**config.mk**
```make
export PLATFORM = sky130hd
export DESIGN_NAME = alu_result_buffer
export DESIGN_NICKNAME = d
export VERILOG_FILES = /design/src/rtl/alu_pkg.sv /design/src/rtl/sat_narrow.sv /design/src/rtl/alu_result_buffer.sv
export SDC_FILE = /design/constraint.sdc
export NUM_CORES = 1
export LEC_CHECK = 0
export CORE_MARGIN = 4
export CORE_UTILIZATION = 55
export DETAILED_ROUTE_END_ITERATION = 8
export PLACE_DENSITY_LB_ADDON = 0.2
export REMOVE_ABC_BUFFERS = 1
export SYNTH_ARGS = -nofsm -noshare
export SYNTH_HDL_FRONTEND = slang
export SYNTH_SLANG_ARGS = --single-unit
```
**constraint.sdc**
```tcl
create_clock -name clk -period 4.3 [get_ports clk]
set_input_delay 1.075 -clock clk [delete_from_list [all_inputs] [get_ports clk]]
set_output_delay 1.075 -clock clk [all_outputs]
set_load 0.01 [all_outputs]
```
**src/rtl/alu_pkg.sv**
```systemverilog
// Shared ALU result-path constants: word widths, result buffer depth and saturation limits.
// Latency: n/a (constants only).
// Backpressure: n/a.
package alu_pkg;

    localparam int ALU_OUT_W    = 38;
    localparam int RES_W        = 32;
    localparam int RESBUF_DEPTH = 8;

    // Most positive / most negative RES_W-bit two's-complement values.
    localparam logic [RES_W-1:0] SAT_MAX = {1'b0, {(RES_W-1){1'b1}}};
    localparam logic [RES_W-1:0] SAT_MIN = {1'b1, {(RES_W-1){1'b0}}};

endpackage

```
**src/rtl/sat_narrow.sv**
```systemverilog
// Signed saturating narrower: clamps an IN_W two's-complement word into OUT_W bits.
// Latency: purely combinational, zero cycles.
// Backpressure: none (no handshake).
// Ports: in_data (IN_W, signed) -> out_data (OUT_W, clamped), sat (1 = value was clamped).
module sat_narrow
    import alu_pkg::*;
#(
    parameter int IN_W  = ALU_OUT_W,
    parameter int OUT_W = RES_W
) (
    input  logic [IN_W-1:0]  in_data,
    output logic [OUT_W-1:0] out_data,
    output logic             sat
);

    // The value fits in OUT_W bits exactly when every bit from the OUT_W sign
    // position upward is a copy of the IN_W sign bit.
    logic [IN_W-OUT_W:0] top_bits;
    logic                fits;

    assign top_bits = in_data[IN_W-1:OUT_W-1];
    assign fits     = (top_bits == '0) || (top_bits == '1);

    always_comb begin
        out_data = in_data[OUT_W-1:0];
        sat      = 1'b0;
        if (!fits) begin
            sat      = 1'b1;
            out_data = in_data[IN_W-1] ? {1'b1, {(OUT_W-1){1'b0}}}
                                       : {1'b0, {(OUT_W-1){1'b1}}};
        end
    end

endmodule

```
**src/rtl/alu_result_buffer.sv**
```systemverilog
// Result FIFO behind the ALU: saturates each result to OUT_W bits and queues it with a sat flag.
// Latency: push in cycle N is visible at the head (first-word fall-through) in cycle N+1.
// Backpressure: valid/ready on the output; when full, input is accepted only alongside a pop, otherwise dropped and overflow set (sticky).
// Ports: clk, reset (async active-low), in_valid/in_data, out_valid/out_ready/out_data/out_sat,
//        full, empty, count, overflow, clr_overflow.
module alu_result_buffer
    import alu_pkg::*;
#(
    parameter int DEPTH = RESBUF_DEPTH,
    parameter int IN_W  = ALU_OUT_W,
    parameter int OUT_W = RES_W
) (
    input  logic                     clk,
    input  logic                     reset,
    input  logic                     in_valid,
    input  logic [IN_W-1:0]          in_data,
    output logic                     out_valid,
    input  logic                     out_ready,
    output logic [OUT_W-1:0]         out_data,
    output logic                     out_sat,
    output logic                     full,
    output logic                     empty,
    output logic [$clog2(DEPTH):0]   count,
    output logic                     overflow,
    input  logic                     clr_overflow
);

    localparam int AW = $clog2(DEPTH);
    localparam logic [AW:0] FULL_CNT = (AW+1)'(DEPTH);

    // Each entry is {sat, data}.
    logic [OUT_W:0]   mem [DEPTH];
    logic [AW-1:0]    wr_ptr;
    logic [AW-1:0]    rd_ptr;
    logic [AW:0]      cnt;
    logic             ovf;

    logic [OUT_W-1:0] nar_data;
    logic             nar_sat;
    logic             push;
    logic             pop;
    logic             drop;

    sat_narrow #(
        .IN_W  (IN_W),
        .OUT_W (OUT_W)
    ) u_sat_narrow (
        .in_data  (in_data),
        .out_data (nar_data),
        .sat      (nar_sat)
    );

    assign empty     = (cnt == '0);
    assign full      = (cnt == FULL_CNT);
    assign out_valid = !empty;
    assign count     = cnt;
    assign overflow  = ovf;

    // A pop frees the slot in the same cycle, so a full buffer still takes a push then.
    assign pop  = out_valid && out_ready;
    assign push = in_valid && (!full || pop);
    assign drop = in_valid && full && !pop;

    assign out_data = mem[rd_ptr][OUT_W-1:0];
    assign out_sat  = mem[rd_ptr][OUT_W];

    // Storage needs no reset; stale entries are never visible while count is 0.
    always_ff @(posedge clk) begin
        if (push) begin
            mem[wr_ptr] <= {nar_sat, nar_data};
        end
    end

    always_ff @(posedge clk or negedge reset) begin
        if (!reset) begin
            wr_ptr <= '0;
            rd_ptr <= '0;
            cnt    <= '0;
            ovf    <= 1'b0;
        end else begin
            if (push) begin
                wr_ptr <= wr_ptr + 1'b1;
            end
            if (pop) begin
                rd_ptr <= rd_ptr + 1'b1;
            end
            case ({push, pop})
                2'b10:   cnt <= cnt + 1'b1;
                2'b01:   cnt <= cnt - 1'b1;
                default: cnt <= cnt;
            endcase
            // A drop in the same cycle as a clear leaves the flag set.
            if (drop) begin
                ovf <= 1'b1;
            end else if (clr_overflow) begin
                ovf <= 1'b0;
            end
        end
    end

endmodule

```
---- Word-level counts from Yosys, hierarchy flattened ----
Memory sizes are Yosys's and may differ from the RTL's.
Cells that the tools add are included.
storage, ports and cells
  flip-flop bits (word level) ............. 11
  memory bits (writable) .................. 264
  input bits .............................. 43
  output and inout port bits .............. 41
  logic and storage cells ................. 34
  memories kept ........................... 1
operators by class
  $add $sub $neg .......................... 4
  equality and inequality tests ........... 4
  muxes and demuxes ....................... 8
  reduce and logical (&&, ||, !) cells .... 13
memory list
  name  depth  width  read ports  clocked after memory_dff  write ports  line                     source
  mem   8      33     1           0                         1            alu_result_buffer.sv:32  logic [OUT_W:0] mem [DEPTH];
operators by type and width
  operator               number
  $mux W32               2
  $pmux W4 S2            1
  $eq A7 B7 Y1 const B   1
  $logic_not A7 Y1       1
  $add A3 B1 Y3 const B  2
  $mux W1                5
  $add A4 B1 Y4 const B  1
  $eq A4 B4 Y1 const B   1
  $logic_and A1 B1 Y1    4
  $logic_not A4 Y1       1
  $reduce_bool A2 Y1     2
  $sub A4 B1 Y4 const B  1
  $logic_not A1 Y1       3
  $eq A2 B1 Y1 const B   1
  $eq A2 B2 Y1 const B   1
  $logic_or A1 B1 Y1     2

---- Longest topological paths before layout ----
Gate-level depths: netlist (run 1).
  depth in word-level cells ............... 7
  gate-level depth with buffers ........... 10
  mapped depth without buffers ............ 9

---- Cells and area by module ----
Synthesis (run 1) repeated with hierarchy kept, for this count alone.
unflattened totals
  cells, all modules ...................... 554
  area, all modules ....................... 11373.4 um2
modules (own cells, without submodules)
  module             times used  cells an instance  area each (um2)  sequential area each (um2)
  alu_result_buffer  1           466                10762.8          8202.9
  sat_narrow         1           88                 610.6            0.0

---- Worst setup path before layout (run 1) ----
Ideal clock, no wire load.
  kind .................................... input-to-reg
  from .................................... input port in_valid
  to ...................................... memory mem[0][0] (netlist bit) (enable)
  setup time .............................. 0.464 ns
  arrival ................................. 4.024 ns
  data required time ...................... 3.836 ns
  setup slack ............................. -0.188 ns
  stages on the path ...................... 4
  buffers on the path ..................... 1
  cells stage by stage .................... clkbuf_1 o31a_1 nand2b_1 nor3_1
between the ends
  cells in the longest elaborated chain, start to end .. 3
RTL lines
  what                           line                     source
  start: declaration             alu_result_buffer.sv:15  input logic in_valid,
  $logic_and A1 B1 Y1            alu_result_buffer.sv:61  assign push = in_valid && (!full || pop);
  $mux W1                        alu_result_buffer.sv:69  if (push) begin
  $mux W1 (implied by the code)  alu_result_buffer.sv:70  mem[wr_ptr] <= {nar_sat, nar_data};
  end: declaration               alu_result_buffer.sv:32
No other way between the ends.

---- Worst setup path in the final report (run 1) ----
  from .................................... register rd_ptr[0]
  to ...................................... output port out_data[17]
between the ends
  cells in the longest elaborated chain, start to end .. 1
RTL lines
  what                      line                     source
  start: declaration        alu_result_buffer.sv:34  logic [AW-1:0] rd_ptr;
  start signal: assignment  alu_result_buffer.sv:85  rd_ptr <= rd_ptr + 1'b1;
  $mem_v2 Z8 W33            -
  end: declaration          alu_result_buffer.sv:19  output logic [OUT_W-1:0] out_data,
No other way between the ends.

==> results.txt, run 1 <==
ANT cells - 0
DIE WIDTH - 153 um
WP buf/inv - 2
Synth top cells by count - edfxtp_1 (264), mux4_2 (66), nor2_1 (40), inv_1 (37), nand2_1 (37)
Core area - 20400 um2
Worst-margin pin slew - 0.769 ns
Hold_buf cts - 0
Predominant post-synthesis flop cell - edfxtp_1
DRT Pass-1 Iters - 4
Layout Area Growth over Synthesis - 18.6%
Setup crit start kind - flop
# nets final - 780
Final hold vios - 0
Clock tree buffer depth - 3
Cell Int Power - 6.56 mW
Worst-path clk slew - 0.05 ns
Sw power - 2.52 mW
Flop pwr share - 40.2%
WL final - 23400 um
Std cell rows - 52
Dpl cells - 972
Hold WS - 0.519 ns
Worst Setup End Kind - output port
Post-synth EDFFs - 264
Maximum clock rate - 0.249 GHz
Synth top area share - 68.7%
Final setup fails - 0
RSZ-0062 raised after global routing - no
Finished Layout Cells - 1023
Via count - 6056
Net Sw Frac - 27.7%
Total track usage - 20.4%
Slew HR - 48.7%
Largest net degree at the start of global routing - 46
Top post-synthesis cells by area - edfxtp_1 (69%), mux4_2 (13%), mux2_4 (3.1%), dfrtp_1 (2.4%), a31oi_1 (1.7%)
Distinct cells, synth - 40
Vias in the first global route - 6551
Top delay family on crit path - multiplexers
Seq/Total Area, Yosys - 71.1%
Initial antenna violation count - 0
Clk pwr share - 25.7%
CTS root buffer - clkbuf_16
CTS Sinks - 275
Comb power frac - 34.1%
Status - completed
DP HPWL - 14300 um
Die Span Y - 153 um
Setup TNS - 0 ns
Arrival time worst endpoint - 2.94 ns
Final period util - 93.3%
Die area - 23400 um2
RePlAce Congestion - 0.751
Multi-input logic area - 3010 um2
Remaining antenna violation count after routing - 0
Clock latency on the worst-skew pair - 0.52 ns
Mapped Area - 11500 um2
Initial drt markers - 434
H-tree lvl count - 1
I/O Pins - 84
Cell Chain, Critical Path - buf_12 > mux4_2 > mux2_4 > clkdlybuf4s50_1
Layout fillers - 1365
Clock skew - 0.00763 ns
Hold/Removal Path Class - reg -> reg
Ys async rst share - 4.00%
Cells after synthesis - 634
Num CTS Buffers - 28
Input/output buffers - 83
Largest stage delay on the critical path - 0.77 ns
Grt total ovfl - 0
Initial Utilization - 56.5%
Worst vdd ir - 0.468 mV
Syn Area/Cell - 18.2 um2
Layout Utilization - 67.0%
Slowest CP cell - dfrtp_4
Fin. max-slew vios - 0
Total of max-cap violations - 0
Ratio of cells with drive above 1 in the final layout - 24.4%
Residual DRC - 0
Most numerous cell in the Yosys netlist - edfxtp_1
First-pass GRT wire length - 37400 um
Tmin final - 4.01 ns
CTS tree - yes
Area leader, netlist - edfxtp_1
Crit path max fanout - 25
CP Data Required Time - 3.22 ns
DR WL/cell - 22.8 um
Synth warnings - 0
Synth Register Bits - 275
Pwr/cell area - 664 nW/um2
Leakage Power - 4.65 nW
CP Class - reg -> out
CTS resizes - 0
Sequential Area - 8210 um2
Post-CTS Setup Bufs - 0
Via density - 5.92
placed cells by master (no fill, tap or decap), types with 4 or more instances in the layout:
master / count
clkdlybuf4s50_1: 82
edfxtp_1: 264
buf_12: 4
mux4_2: 66
clkinv_2: 5
mux2_2: 11
clkbuf_1: 6
nor2_1: 33
inv_1: 37
buf_4: 24
nor2_4: 6
clkinv_1: 8
dfrtp_1: 8
clkbuf_16: 29
mux2_4: 24
nand2_1: 37
a31oi_1: 32
a21oi_1: 32
xnor2_1: 5
ha_1: 4
logic make-up after synthesis:
family	synth area share, %
AOI/OAI and AO/OA	3.75
xor gates and xnor gates	0.532
adders and majority gates	0.608
buffers and inverters	3.32
DFF	71.1
muxes	17.3
and+or+nand+nor	3.40
sequential cells by signal, summed over array words and instances, names as in the netlist:
name	count
wr_ptr	3
rd_ptr	3
mem	264
count	4
overflow	1
stage by stage:
stage	cell area [um2]	total power, mW	worst slack [ns]
after global routing	13700	9.51	0.116
after floorplan	11300	5.58	-0.398
after global placement	12800	6.77	0.778
final	13700	9.08	0.286
after CTS	13700	9.19	0.214
after detailed placement	12800	6.85	0.712
layer usage:
metal	vias up	part of all wire (%)	global-route usage (%)
met5	-	0	0
met4	0	1.5	4.20
met3	34	4.9	3.48
met2	171	51	35.1
met1	3167	42	28.1
li1	2684	-	-
worst reg2reg max path, delay by kind of cell, from the launching register on:
family	cells	cell delay, ns
compound gates	2	0.40
fa+ha+maj	1	0.32
simple gates	6	1.46
flops	1	0.42
power groups by stage:
stage	Clock, mW	Sequential [mW]	Combinational [mW]
final	2.33	3.65	3.10
after global routing	2.50	3.70	3.31
after CTS	2.38	3.66	3.15
after detailed placement	0	3.71	3.14
after global placement	0	3.68	3.09
after floorplan	0	3.83	1.75
area by class of cell:
class	count	area share, %
Clock buffer	35	5.47
Clock inverter	16	1.06
Inverter	37	1.02
Multi-Input combinational cell	279	22.0
Sequential cell	275	60.0
Tap cell	270	2.47
Timing Repair Buffer	111	7.94
final timing paths:
kind / start / endpoint / slack (ns) / depth (start not counted)
max: rd_ptr[0] / out_data[17] / 0.29 / 4
min: overflow / overflow / 0.52 / 1
max reg2reg: count[1] / count[3] / 1.61 / 9
min reg2reg: overflow / overflow / 0.52 / 1
max in group asynchronous: reset / rd_ptr[0] / 2.97 / 1
min in group asynchronous: reset / count[2] / 0.91 / 1
(Power assumes the default switching activity.)
==> run 2: changes to the inputs <==
==> constraint.sdc (replaced) <==
create_clock -name clk -period 3.7 [get_ports clk]
set_input_delay 0.925 -clock clk [delete_from_list [all_inputs] [get_ports clk]]
set_output_delay 0.925 -clock clk [all_outputs]
set_load 0.01 [all_outputs]
==> results.txt, run 2 (synthesis results as in run 1) <==
CTS Sinks - 275
Clock tree buffer depth - 3
Hold/Removal Path Class - reg -> reg
CP startpoint - rd_ptr[0]
Initial drt markers - 539
Residual DRC - 0
Via count - 6243
Crit path max fanout - 17
DIE WIDTH - 153 um
Hold path start - overflow
CTS tree - yes
DRT Pass-1 Iters - 5
Vias in the first global route - 6526
Most flops, register - mem
Input/output buffers - 83
Leakage Power - 4.71 nW
RePlAce Congestion - 0.753
Critical register-to-register path startpoint - count[1]
Placed cell area - 12800 um2
# nets final - 785
Arrival time worst endpoint - 2.68 ns
Clock latency on the worst-skew pair - 0.53 ns
H-tree lvl count - 1
RSZ-0062 raised after global routing - no
Setup crit start kind - flop
Remaining antenna violation count after routing - 0
Worst vdd ir - 0.463 mV
R2R depth - 9
Core area - 20400 um2
Pwr/cell area - 776 nW/um2
WL final - 24300 um
Largest net degree at the start of global routing - 51
Final setup fails - 0
Hold WS - 0.527 ns
Die area - 23400 um2
Status - completed
Num CTS Buffers - 28
Multi-input logic area - 3010 um2
Clock skew - 0.0103 ns
Worst Setup End Kind - output port
Worst-path clk slew - 0.06 ns
DP HPWL - 13700 um
Grt total ovfl - 0
First-pass GRT wire length - 38000 um
Slew HR - 31.5%
Hold Crit Depth - 1
Highest-count cells in the layout ignoring fill and taps - edfxtp_1 (264), clkdlybuf4s50_1 (82), mux4_2 (66), inv_1 (37), nand2_1 (37)
Commonest non-fill, non-tap cell in the layout - edfxtp_1
Std cell rows - 52
CP Data Required Time - 2.77 ns
Tmin final - 3.61 ns
Layout fillers - 1365
ANT cells - 0
Fin. max-slew vios - 0
Total track usage - 21.0%
Initial antenna violation count - 0
Worst-margin pin slew - 1.03 ns
Via density - 6.07
Post-route cell area - 13800 um2
Max reg flops - 264
Initial Utilization - 56.5%
Final period util - 97.5%
CP Class - reg -> out
Die Span Y - 153 um
Maximum clock rate - 0.277 GHz
Ratio of cells with drive above 1 in the final layout - 25.6%
I/O Pins - 84
Final hold vios - 0
Layout Area Growth over Synthesis - 19.6%
CTS root buffer - clkbuf_16
Total of max-cap violations - 0
Sequential Area - 8210 um2
Layout Utilization - 67.5%
DR WL/cell - 23.6 um
-- run 2: final timing paths --
kind / end / slack (ns)
worst max-delay path: out_data[8] / 0.09
worst min-delay path: overflow / 0.53
worst max register to register: count[3] / 1.03
worst min register to register: overflow / 0.53
max in group asynchronous: rd_ptr[0] / 2.50
min in group asynchronous: overflow / 0.76
-- run 2: report_power, final --
group,leakage (nW),switching [mW],internal (mW),total [mW]
Combinational,1.72,1.68,2.12,3.80
Clock,0.453,1.11,1.65,2.76
Sequential,2.54,0.201,3.95,4.15
Total,4.71,2.99,7.73,10.7
-- run 2: routing by layer --
| layer | share of wire [%] | up-vias | global-route usage, % | routed length, um |
|---|---|---|---|---|
| met5 | 0 | - | 0 | 0 |
| met2 | 52 | 244 | 36.3 | 12600 |
| met3 | 6.0 | 50 | 3.48 | 1460 |
| met1 | 40 | 3252 | 28.2 | 9760 |
| li1 | - | 2697 | - | - |
| met4 | 2.2 | 0 | 5.73 | 523 |
-- run 2: area by class of cell --
| type | instances | area share (%) |
|---|---|---|
| clock inverters | 18 | 1.19 |
| inverters | 37 | 1.01 |
| flip-flops and latches | 275 | 59.5 |
| clock buffers | 34 | 5.47 |
| well taps | 270 | 2.45 |
| multi-input cells | 279 | 21.8 |
| repair buffers | 116 | 8.56 |
-- run 2: what timing repair did --
action | in CTS | in global routing
setup buffers | 3 | 0
gates resized for setup | 1 | 0
hold buffers | 0 | 0
setup endpoints to repair | 14 | 0
-- run 2: critical path, stage by stage, from the launching register on --
cell             delay (ns)
dfrtp_4                0.53
bufbuf_16              0.36
mux4_2                 0.51
mux2_4                 0.28
clkdlybuf4s50_1        0.48
-- run 2: per-stage QoR --
stage                     TNS (ns)  cells  total power [mW]  worst slack [ns]
after global routing             0   1029              11.2            0.0267
final                            0   1029              10.7            0.0913
after detailed placement         0    973              7.95             0.473
after floorplan             -49.01    591              6.48            -0.848
after CTS                        0   1029              10.8            0.0684
after global placement           0    973              7.86             0.538
==> run 3: changes to the inputs <==
--- a/config.mk
+++ b/config.mk
@@ -5,7 +5,7 @@
 export SDC_FILE = /design/constraint.sdc
 export NUM_CORES = 1
 export LEC_CHECK = 0
-export CORE_MARGIN = 4
+export CORE_MARGIN = 1.5
 export CORE_UTILIZATION = 55
 export DETAILED_ROUTE_END_ITERATION = 8
 export PLACE_DENSITY_LB_ADDON = 0.2
==> results.txt, run 3 (synthesis results as in run 1) <==
Via count - 6125
RSZ-0062 raised after global routing - no
H-tree lvl count - 1
Crit path max fanout - 28
Status - completed
Dpl cells - 972
Commonest non-fill, non-tap cell in the layout - edfxtp_1
Worst Setup End Kind - output port
Placed cell area - 12800 um2
Final hold vios - 0
Clock latency on the worst-skew pair - 0.52 ns
Largest net degree at the start of global routing - 48
Die area - 21800 um2
Hold Crit Depth - 1
Setup TNS - 0 ns
Clock tree buffer depth - 3
Hold_buf cts - 0
Final setup fails - 0
Place WS - 0.485 ns
R2R depth - 9
Slew HR - 33.0%
Die Span Y - 148 um
Num CTS Buffers - 27
Largest stage delay on the critical path - 0.55 ns
Reg2reg end - count[3]
Max reg flops - 264
CTS root buffer - clkbuf_16
ANT cells - 0
Slowest CP cell - mux4_2
WL final - 24300 um
Most flops, register - mem
Fin. max-slew vios - 0
Cell Chain, Critical Path - buf_12 > mux4_2 > mux2_4 > clkdlybuf4s50_1
Worst vdd ir - 0.540 mV
Maximum clock rate - 0.285 GHz
Arrival time worst endpoint - 2.59 ns
Initial Utilization - 56.5%
Initial drt markers - 513
PnR worst setup slack - 0.187 ns
Layout fillers - 1343
Vias in the first global route - 6316
Post-route cell area - 13800 um2
Std cell rows - 52
CTS tree - yes
Clock skew - 0.0126 ns
Input/output buffers - 83
R2R setup slack - 1.01 ns
Via density - 6.00
DP HPWL - 14200 um
Hold path start - overflow
Initial antenna violation count - 0
First-pass GRT wire length - 37400 um
Top delay family on crit path - multiplexers
WP buf/inv - 2
Layout Utilization - 67.4%
CP Data Required Time - 2.77 ns
CP Class - reg -> out
CTS resizes - 0
CP startpoint - rd_ptr[0]
Total of max-cap violations - 0
Hold WS - 0.520 ns
Grt total ovfl - 0
Worst-margin pin slew - 1.00 ns
Remaining antenna violation count after routing - 0
Core area - 20400 um2
Highest-count cells in the layout ignoring fill and taps - edfxtp_1 (264), clkdlybuf4s50_1 (82), mux4_2 (66), inv_1 (37), nand2_1 (37)
CTS Sinks - 275
DR WL/cell - 23.8 um
Pwr/cell area - 781 nW/um2
Setup crit start kind - flop
RePlAce Congestion - 0.772
Residual DRC - 0
Hold/Removal Path Class - reg -> reg
# nets final - 779
Worst Hold Path EP - overflow
Post-CTS Setup Bufs - 0
Ratio of cells with drive above 1 in the final layout - 24.9%
I/O Pins - 84
Layout Area Growth over Synthesis - 19.4%
Critical register-to-register path startpoint - count[1]
Tmin final - 3.51 ns
Total track usage - 22.8%
DRT Pass-1 Iters - 5
Leakage Power - 4.68 nW
Total power - 10.8 mW
Worst-path clk slew - 0.06 ns
DIE WIDTH - 148 um
Final period util - 94.9%
Finished Layout Cells - 1020
[run 3: cell type report]
type,instances,area [um2],share of cell area (%)
timing repair buffer,111,1150,8.34
sequential,275,8210,59.6
clock inverter,19,240,1.74
multi-input combinational,279,3010,21.9
clock buffer,29,683,4.96
inverter,37,139,1.01
tap,270,338,2.45
[run 3: worst max path at each step]
stage                   endpoint  slack (ns)  depth (start not counted)
floorplan           out_data[23]       -0.85                          2
global placement      mem[1][13]        0.61                          5
detailed placement      count[3]        0.49                          8
CTS                  out_data[1]        0.16                          4
global route         out_data[6]        0.11                          4
finish               out_data[1]        0.19                          4
[run 3: worst reg2reg max path, cell delays in order, from the launching register on]
cell	delay (ns)
dfrtp_1	0.41
or3_1	0.51
nand2b_4	0.21
nand2_1	0.15
nor2_1	0.08
ha_1	0.32
or2_2	0.32
and2_1	0.20
a221o_1	0.33
o221ai_1	0.07
[run 3: power breakdown]
group / total, mW / internal (mW) / switching [mW] / leakage, nW
registers: 4.17 / 3.95 / 0.221 / 2.54
logic: 3.75 / 2.08 / 1.67 / 1.69
clock network: 2.84 / 1.74 / 1.09 / 0.453
[run 3: routing by layer]
layer | wire length, um | vias up | GRT usage [%]
met4 | 393 | 0 | 5.35
met5 | 0 | - | 0
met2 | 12300 | 205 | 38.6
met3 | 1420 | 31 | 3.15
met1 | 10200 | 3206 | 32.0
li1 | - | 2683 | -
